[src/rtl/branch_pc_unit.sv]
// Program counter and branch/jump target unit: selects the next PC, counts
// retired PC advances and halts with the faulting target on a misaligned fetch.
module branch_pc_unit #(
  parameter int unsigned      WIDTH      = 32,
  parameter logic [WIDTH-1:0] RESET_ADDR = '0
) (
  input  logic             clk_i,
  input  logic             rst_i,
  input  logic             stall_i,
  input  logic             branch_i,
  input  logic             jal_i,
  input  logic             jalr_i,
  input  logic [2:0]       funct3_i,
  input  logic [WIDTH-1:0] imm_i,
  input  logic [WIDTH-1:0] rs1_i,
  input  logic             greater_s_i,
  input  logic             equal_s_i,
  input  logic             lesser_s_i,
  input  logic             greater_u_i,
  input  logic             equal_u_i,
  input  logic             lesser_u_i,
  output logic [WIDTH-1:0] pc_o,
  output logic [WIDTH-1:0] pc_plus4_o,
  output logic             taken_o,
  output logic             illegal_o,
  output logic             halted_o,
  output logic [WIDTH-1:0] trap_addr_o,
  output logic [31:0]      instret_o
);

  typedef enum logic {
    S_RUN,
    S_HALT
  } state_e;

  state_e           state_q, state_d;
  logic [WIDTH-1:0] pc_q, pc_d;
  logic [WIDTH-1:0] trap_addr_q, trap_addr_d;
  logic [31:0]      instret_q, instret_d;

  logic             cond;
  logic [WIDTH-1:0] jalr_sum;
  logic [WIDTH-1:0] next_pc;

  always_comb begin
    cond = 1'b0;
    unique case (funct3_i)
      3'b000:  cond = equal_s_i;
      3'b001:  cond = !equal_s_i;
      3'b100:  cond = lesser_s_i;
      3'b101:  cond = greater_s_i | equal_s_i;
      3'b110:  cond = lesser_u_i;
      3'b111:  cond = greater_u_i | equal_u_i;
      default: cond = 1'b0;
    endcase
  end

  assign illegal_o  = branch_i && (funct3_i[2:1] == 2'b01);
  assign pc_plus4_o = pc_q + WIDTH'(4);
  assign jalr_sum   = rs1_i + imm_i;

  always_comb begin
    next_pc = pc_plus4_o;
    taken_o = 1'b0;
    if (jalr_i) begin
      next_pc = {jalr_sum[WIDTH-1:1], 1'b0};
      taken_o = 1'b1;
    end else if (jal_i || (branch_i && cond)) begin
      next_pc = pc_q + imm_i;
      taken_o = 1'b1;
    end
  end

  always_comb begin
    state_d     = state_q;
    pc_d        = pc_q;
    trap_addr_d = trap_addr_q;
    instret_d   = instret_q;
    if (state_q == S_RUN && !stall_i) begin
      if (next_pc[1:0] != 2'b00) begin
        state_d     = S_HALT;
        trap_addr_d = next_pc;
      end else begin
        pc_d      = next_pc;
        instret_d = instret_q + 32'd1;
      end
    end
  end

  always_ff @(posedge clk_i) begin
    if (rst_i) begin
      state_q     <= S_RUN;
      pc_q        <= RESET_ADDR;
      trap_addr_q <= '0;
      instret_q   <= '0;
    end else begin
      state_q     <= state_d;
      pc_q        <= pc_d;
      trap_addr_q <= trap_addr_d;
      instret_q   <= instret_d;
    end
  end

  assign pc_o        = pc_q;
  assign halted_o    = (state_q == S_HALT);
  assign trap_addr_o = trap_addr_q;
  assign instret_o   = instret_q;

endmodule
[config.mk]
export PLATFORM = sky130hd
export DESIGN_NAME = branch_pc_unit
export DESIGN_NICKNAME = d
export VERILOG_FILES = /design/src/rtl/branch_pc_unit.sv
export SDC_FILE = /design/constraint.sdc
export NUM_CORES = 1
export LEC_CHECK = 0
export ABC_AREA = 1
export CORE_ASPECT_RATIO = 1.25
export CORE_MARGIN = 3
export CORE_UTILIZATION = 54
export CTS_BUF_LIST = sky130_fd_sc_hd__clkbuf_8
export DETAILED_ROUTE_END_ITERATION = 16
export PLACE_DENSITY = 0.88
export SLEW_MARGIN = 25
export SYNTH_ARGS = -nofsm -noshare
export SYNTH_HDL_FRONTEND = slang
export SYNTH_SLANG_ARGS = --single-unit
[constraint.sdc]
create_clock -name clk_i -period 2.9 [get_ports clk_i]
set_clock_uncertainty 0.2 [all_clocks]
set_input_delay 0.58 -clock clk_i [delete_from_list [all_inputs] [get_ports clk_i]]
set_output_delay 0.58 -clock clk_i [all_outputs]
set_load 0.01 [all_outputs]
# Word level (Yosys, flattened, before mapping)

Cells that the tools add are included.

Add/subtract/negate cells: 4
Multiply operators: 0
Div/mod/pow operators: 0
$lt $le $gt $ge: 0
Eq/ne operators: 6
Shift operators: 0
Muxes and demuxes: 5
Bitwise gates (word level): 4
Reduce and logical (&&, ||, !) cells: 10

Operators by type and width:

| kind                  | count |
|---|---|
| $add 32x32->32        | 2 |
| $mux 32               | 2 |
| $add 32x1->32 const B | 1 |
| $add 32x3->32 const B | 1 |
| $eq 3x3->1 const B    | 4 |
| $pmux 1 s6            | 1 |
| $reduce_and 2->1      | 2 |
| $eq 3x1->1 const B    | 1 |
| $logic_and 1x1->1     | 3 |
| $logic_not 3->1       | 1 |
| $eq 2x1->1 const B    | 1 |
| $logic_not 1->1       | 2 |
| $mux 1                | 2 |
| $not 1->1             | 2 |
| $or 1x1->1            | 2 |
| $reduce_bool 2->1     | 1 |
| $logic_or 1x1->1      | 1 |

Register bits: 97
Bits in latches: 0
RAM bits: 0
Bits in read-only memories: 0
Input bits: 79
Output and inout bits: 131
Word-level logic and storage cells: 33
Memories kept: 0

# Logic depth before layout (Yosys ltp)

Depth after elaboration: 9
Gate-level depth with buffers: 16
Mapped depth without buffers: 16

# Worst setup path before layout

OpenSTA, ideal clock, no wires.

Path kind: input -> register
Start point: input imm_i[0]
End point: register trap_addr_q[22], in the netlist trap_addr_o[22]
Library setup time: 0.064 ns
Data arrival time: 2.111 ns
Required time: 2.636 ns
Setup slack: 0.525 ns
Cell stages on the path: 15
Buffers on the path: 0
Cells stage by stage: ha_1 > fa_1 > nand2_1 > nand3_1 > nand3_1 > nand2_1 > nand2_1 > nand2_1 > nand2_1 > nand2_1 > nand2_1 > nand3_1 > a21oi_1 > nor2_1 > nor2_1

Cells in the longest elaborated chain, start to end: 5
Elaborated cells between the ends (all ways): 6
Classes of those cells: 2 x add/sub; 2 x mux; 2 x reduce/logical

Ends and longest elaborated chain:

| what                       | line | source |
|---|---|---|
| start: declaration         | 14   | `input logic [WIDTH-1:0] imm_i,` |
| $add 32x32->32             | 69   | `next_pc = pc_q + imm_i;` |
| $mux 32                    | 68   | `end else if (jal_i \|\| (branch_i && cond)) begin` |
| $mux 32 (*)                | 65   | `if (jalr_i) begin` |
| $reduce_bool 2->1          | 80   | `if (next_pc[1:0] != 2'b00) begin` |
| $reduce_and 2->1 (no line) | n/a  |  |
| end signal: assignment     | 99   | `trap_addr_q <= trap_addr_d;` |
| end: declaration           | 38   | `logic [WIDTH-1:0] trap_addr_q, trap_addr_d;` |

Every way passes the cells marked *; elsewhere a longest branch is shown, timed or not.
A chain may end at the register's enable or synchronous reset.

# Worst setup path after layout

Start point: input imm_i[3]
End point: register pc_q[9], in the netlist pc_o[9]

Cells in the longest elaborated chain, start to end: 3
Elaborated cells between the ends (all ways): 4
Classes of those cells: 2 x add/sub; 2 x mux

Ends and longest elaborated chain:

| what                   | line | source |
|---|---|---|
| $add 32x32->32         | 69   |  |
| $mux 32                | 68   |  |
| $mux 32 (*)            | 65   |  |
| end signal: assignment | 98   | `pc_q <= pc_d;` |
| end: declaration       | 37   | `logic [WIDTH-1:0] pc_q, pc_d;` |

Marks and branches as above.

==> results list <==
- STA classifies the critical path startpoint as an input port.
* Number of library cell types mapped by synthesis: just over 40
- Buffer depth of the longest clock path: 2
* CP top delay family: buffers and inverters
- TritonCTS built the clock tree.
- Total global routing track utilization: 0.4137
* Top cells by area in the synthesized netlist: nand2_1 (24%), dfxtp_1 (19%), inv_1 (9.3%), nor2_1 (8.7%), ha_1 (7.7%)
- RePlAce Congestion: 1.095
- Number of top-level pins: 210
* Filler Cells Inserted: 1235
* Timing startpoint of the critical path: imm_i[3]
- Detailed placement HPWL: 36480 µm
- Global-route congestion overflow total: 0
- Area of the core: 18370 µm²
- STA classifies the critical path endpoint as a flip-flop.
- In the final layout, the share of cells above drive strength 1 is 0.1893.
- The most used flip-flop cell after synthesis is dfxtp_1.
- Final WL: 47160 µm
- For this design the ratio of total power to cell area is 352.0 nW/µm².
* Post-DR vias/cell: 5.791
- Crit share post-route: 1.048
* Length in cells of the worst reg-to-reg path: 15
- After the last flow step, the layout net total stands at 2432.
- Of all cell types, the one taking the most synthesized area is nand2_1.
- After clock tree synthesis, the clock-pin slew on the worst setup and hold paths is between 0.1 and 0.15 ns.
- Slowest cell on crit path: clkdlybuf4s50_1
- Logic depth of the worst setup path including buffers: 14
- Crit path arrival time: between 3 and 4 ns
- Average wire length per cell after detail routing: between 15 and 20 µm
- The initial utilization of the core area, before any placement, comes to 0.5589.
- IR analysis of the VDD net gives a maximum drop of between 400 and 500 µV.
- Setup violations remaining at the end of the flow were counted as 5.
- The floorplan step set the die width to approximately 130 µm.
- The clock reaches the later pin of the worst-skew pair after between 0.3 and 0.4 ns.
- The finished cells cover 15210 µm².
* Most numerous cell in the Yosys netlist: nand2_1
- Antenna Cells: 0
* Capturing point of the worst reg2reg path: pc_o[9]$_SDFFE_PP0P_
* Final slew viol count: 0
- Number of I/O port buffers: 209
- Clock sink total: 97
- Counting I/O delays and the setup requirement, the final critical path takes slightly above 3 ns.
- Critical path start-end classification: input port to flip-flop
* Worst Tran Pin Value: roughly 0.57 ns
* Vias after detailed routing: 14600
- Vias in the first global route: 13590
* Fmax: 329.0 MHz
- Headroom to the max-slew limit came out at 0.6144.
- The number of hold buffers added after CTS was 0.
* Largest net degree at the start of global routing: 50
- The first detailed-routing pass ran for 6 iterations.
- Setup slack, reg-to-reg: 0.18 ns
* Ranking of synthesized cells by instance count: nand2_1 (655), inv_1 (255), nor2_1 (239)
- Floorplan die area: 20720 µm²
- Area growth from synthesis to layout: 48.13%
- Row Count: 55
* Number of antenna violations at the first check in global routing: 0
- Placement-stage cell area: around 14000 µm²
- Averaged over all synthesized cells, the footprint is 5.554 µm².
- Register area share after synthesis: 0.1891
* Critical-path maximum fanout: 3
- Violated checks: setup timing
- Longest individual stage delay on the worst path: 0.46 ns
- In this run the cell area of the synthesized design comes to 10270 µm².
* Async set-reset flop share out of synthesis: 0
- In the routed design, unresolved DRC markers number 0.
- Number of H-tree levels: 3
- Number of standard cells in the layout, taps in and fillers out: 2521
* Outcome: finished with violations
- Worst setup margin: -0.1396 ns
- The detail route stage leaves a number of antenna-violating nets equal to 0.
* Required time at the endpoint of the critical path: 2.93 ns
- Synthesized flop and latch total: 97
- Among the stages of the critical path, the cell type that occurs most often is nand2_1.
- Min-delay worst type: flip-flop to flip-flop
- Total buffers and inverters traversed by the critical path: 4
- The share of synthesized area in the top cell type comes to 0.2394.
* Max-cap check violation count: 0
- Walking the worst path, the cells encountered are clkdlybuf4s50_1 > ha_1 > nand2_1 > inv_1 > nand2_1 > nand3_2 > nand2_1 > nand2_1 > buf_4 > xnor2_2 > o21ai_1 > buf_4 > nand2_1 > a21oi_1.
- Clock tree synthesis selected as its root buffer the cell clkbuf_8.
- P_leak: 7.689 nW
- Synthesis warning total: 0
* Synthesized instance count: 1849
- Buffers inserted during clock tree synthesis total 9.
- The first global-routing pass estimated 68320 µm of wire.
- Counting every net in the synthesized netlist gives 1993.
* Unrepaired setup endpoints after global routing: yes
- Worst flop-to-flop path startpoint: pc_o[4]$_SDFFE_PP0P_
* Hold Vio Cnt, Final: 0
- The most critical setup path has its endpoint at pc_o[9]$_SDFFE_PP0P_.
* Height of the chip: between 150 and 200 µm
* Post-route core utilization: 0.8279
- Cell total after placement: 2488
- First DRT Iteration DRCs: 1553
- Counting flops with a built-in enable in the synthesized netlist gives 0.
## stage by stage
step	setup slack (ns)	TNS, ns	total power [mW]	hold slack, ns
3_5_place_dp	-0.4595	-21.41	4.250	0.2650
5_1_grt	-0.2625	-1.606	5.595	0.3059
2_1_floorplan	0.5248	0	2.883	0.2831
4_1_cts	-0.1017	-0.3401	5.079	0.2885
3_3_place_gp	-0.3693	-13.16	4.193	0.2506
6_report	-0.1396	-0.1691	5.354	0.2858
## cell usage in the layout (no fill, tap or decap), types with 9 or more instances in the layout
cell type	count
a21oi_1	115
a21oi_2	12
buf_4	252
clkbuf_2	9
clkbuf_8	9
clkdlybuf4s50_1	176
dfxtp_1	88
dlygate4sd2_1	11
dlymetal6s2s_1	9
ha_1	44
ha_4	14
inv_1	255
nand2_1	628
nand2_2	27
nand3_1	96
nand3_2	12
nand3b_1	9
nand4_1	24
nor2_1	213
nor2_2	22
nor2_4	9
nor3_1	33
nor3_2	12
o21ai_0	35
o21ai_1	33
o21bai_1	10
xnor2_1	13
xor2_1	42
## worst min-delay path by stage
stage | from | to | slack [ns] | cells after the start
after global routing | trap_addr_o[0]$_SDFFE_PP0P_ | trap_addr_o[0]$_SDFFE_PP0P_ | 0.31 | 2
after global placement | trap_addr_o[0]$_SDFFE_PP0P_ | trap_addr_o[0]$_SDFFE_PP0P_ | 0.25 | 2
after CTS | trap_addr_o[0]$_SDFFE_PP0P_ | trap_addr_o[0]$_SDFFE_PP0P_ | 0.29 | 2
after detailed placement | trap_addr_o[11]$_SDFFE_PP0P_ | trap_addr_o[11]$_SDFFE_PP0P_ | 0.27 | 2
after floorplan | trap_addr_o[0]$_SDFFE_PP0P_ | trap_addr_o[0]$_SDFFE_PP0P_ | 0.28 | 2
final | trap_addr_o[0]$_SDFFE_PP0P_ | trap_addr_o[0]$_SDFFE_PP0P_ | 0.29 | 2
## cells by family (layout without fill, tap and decap cells)
logic type	count (synthesis)	in the layout	share of synthesized area
AO/OA/AOI/OAI	215	215	0.1089
XOR/XNOR	65	65	0.05544
adder cells (fa/ha/maj)	65	65	0.08066
buffers and inverters	299	743	0.1178
flip-flops	97	97	0.1891
AND/OR/NAND/NOR	1108	1108	0.4480
## power by group
group	switching, mW	internal, mW	total, mW
sequential	0.0943	1.43	1.53
clock	0.534	0.320	0.854
combinational	1.67	1.30	2.97
## per-layer routing
layer	up-vias	GRT usage	wire, µm
li1	6682	-	-
met5	-	0	0
met4	0	0.2383	3991
met3	315	0.05487	4888
met2	1039	0.7066	21620
met1	6564	0.4891	16650
## final cells by class
cell class | count | area, µm² | share of cell area
flip-flops and latches | 97 | 1956 | 0.1286
well taps | 228 | 285.3 | 0.01875
repair buffers | 470 | 4128 | 0.2714
multi-input cells | 1453 | 7699 | 0.5061
clock inverters | 7 | 52.55 | 0.003455
clock buffers | 9 | 123.9 | 0.008143
inverters | 257 | 967.2 | 0.06358
## worst min-delay path, stage by stage, from the launching register on
cell and delay, ns:
dfxtp_1 0.33, nand2_1 0.06, a21oi_1 0.06
## registers in the layout (all words and copies together), names as in the netlist
signal / flops
trap_addr_o: 32
instret_o: 32
halted_o: 1
pc_o: 32
## timing repair
item | 4_1_cts | 5_1_grt
setup endpoints to repair | 35 | 81
setup buffers | 4 | 12
gates cloned | 0 | 1
pin swaps | 5 | 23
gates resized for setup | 57 | 140
Note: power is estimated with default switching activity, not from simulation.
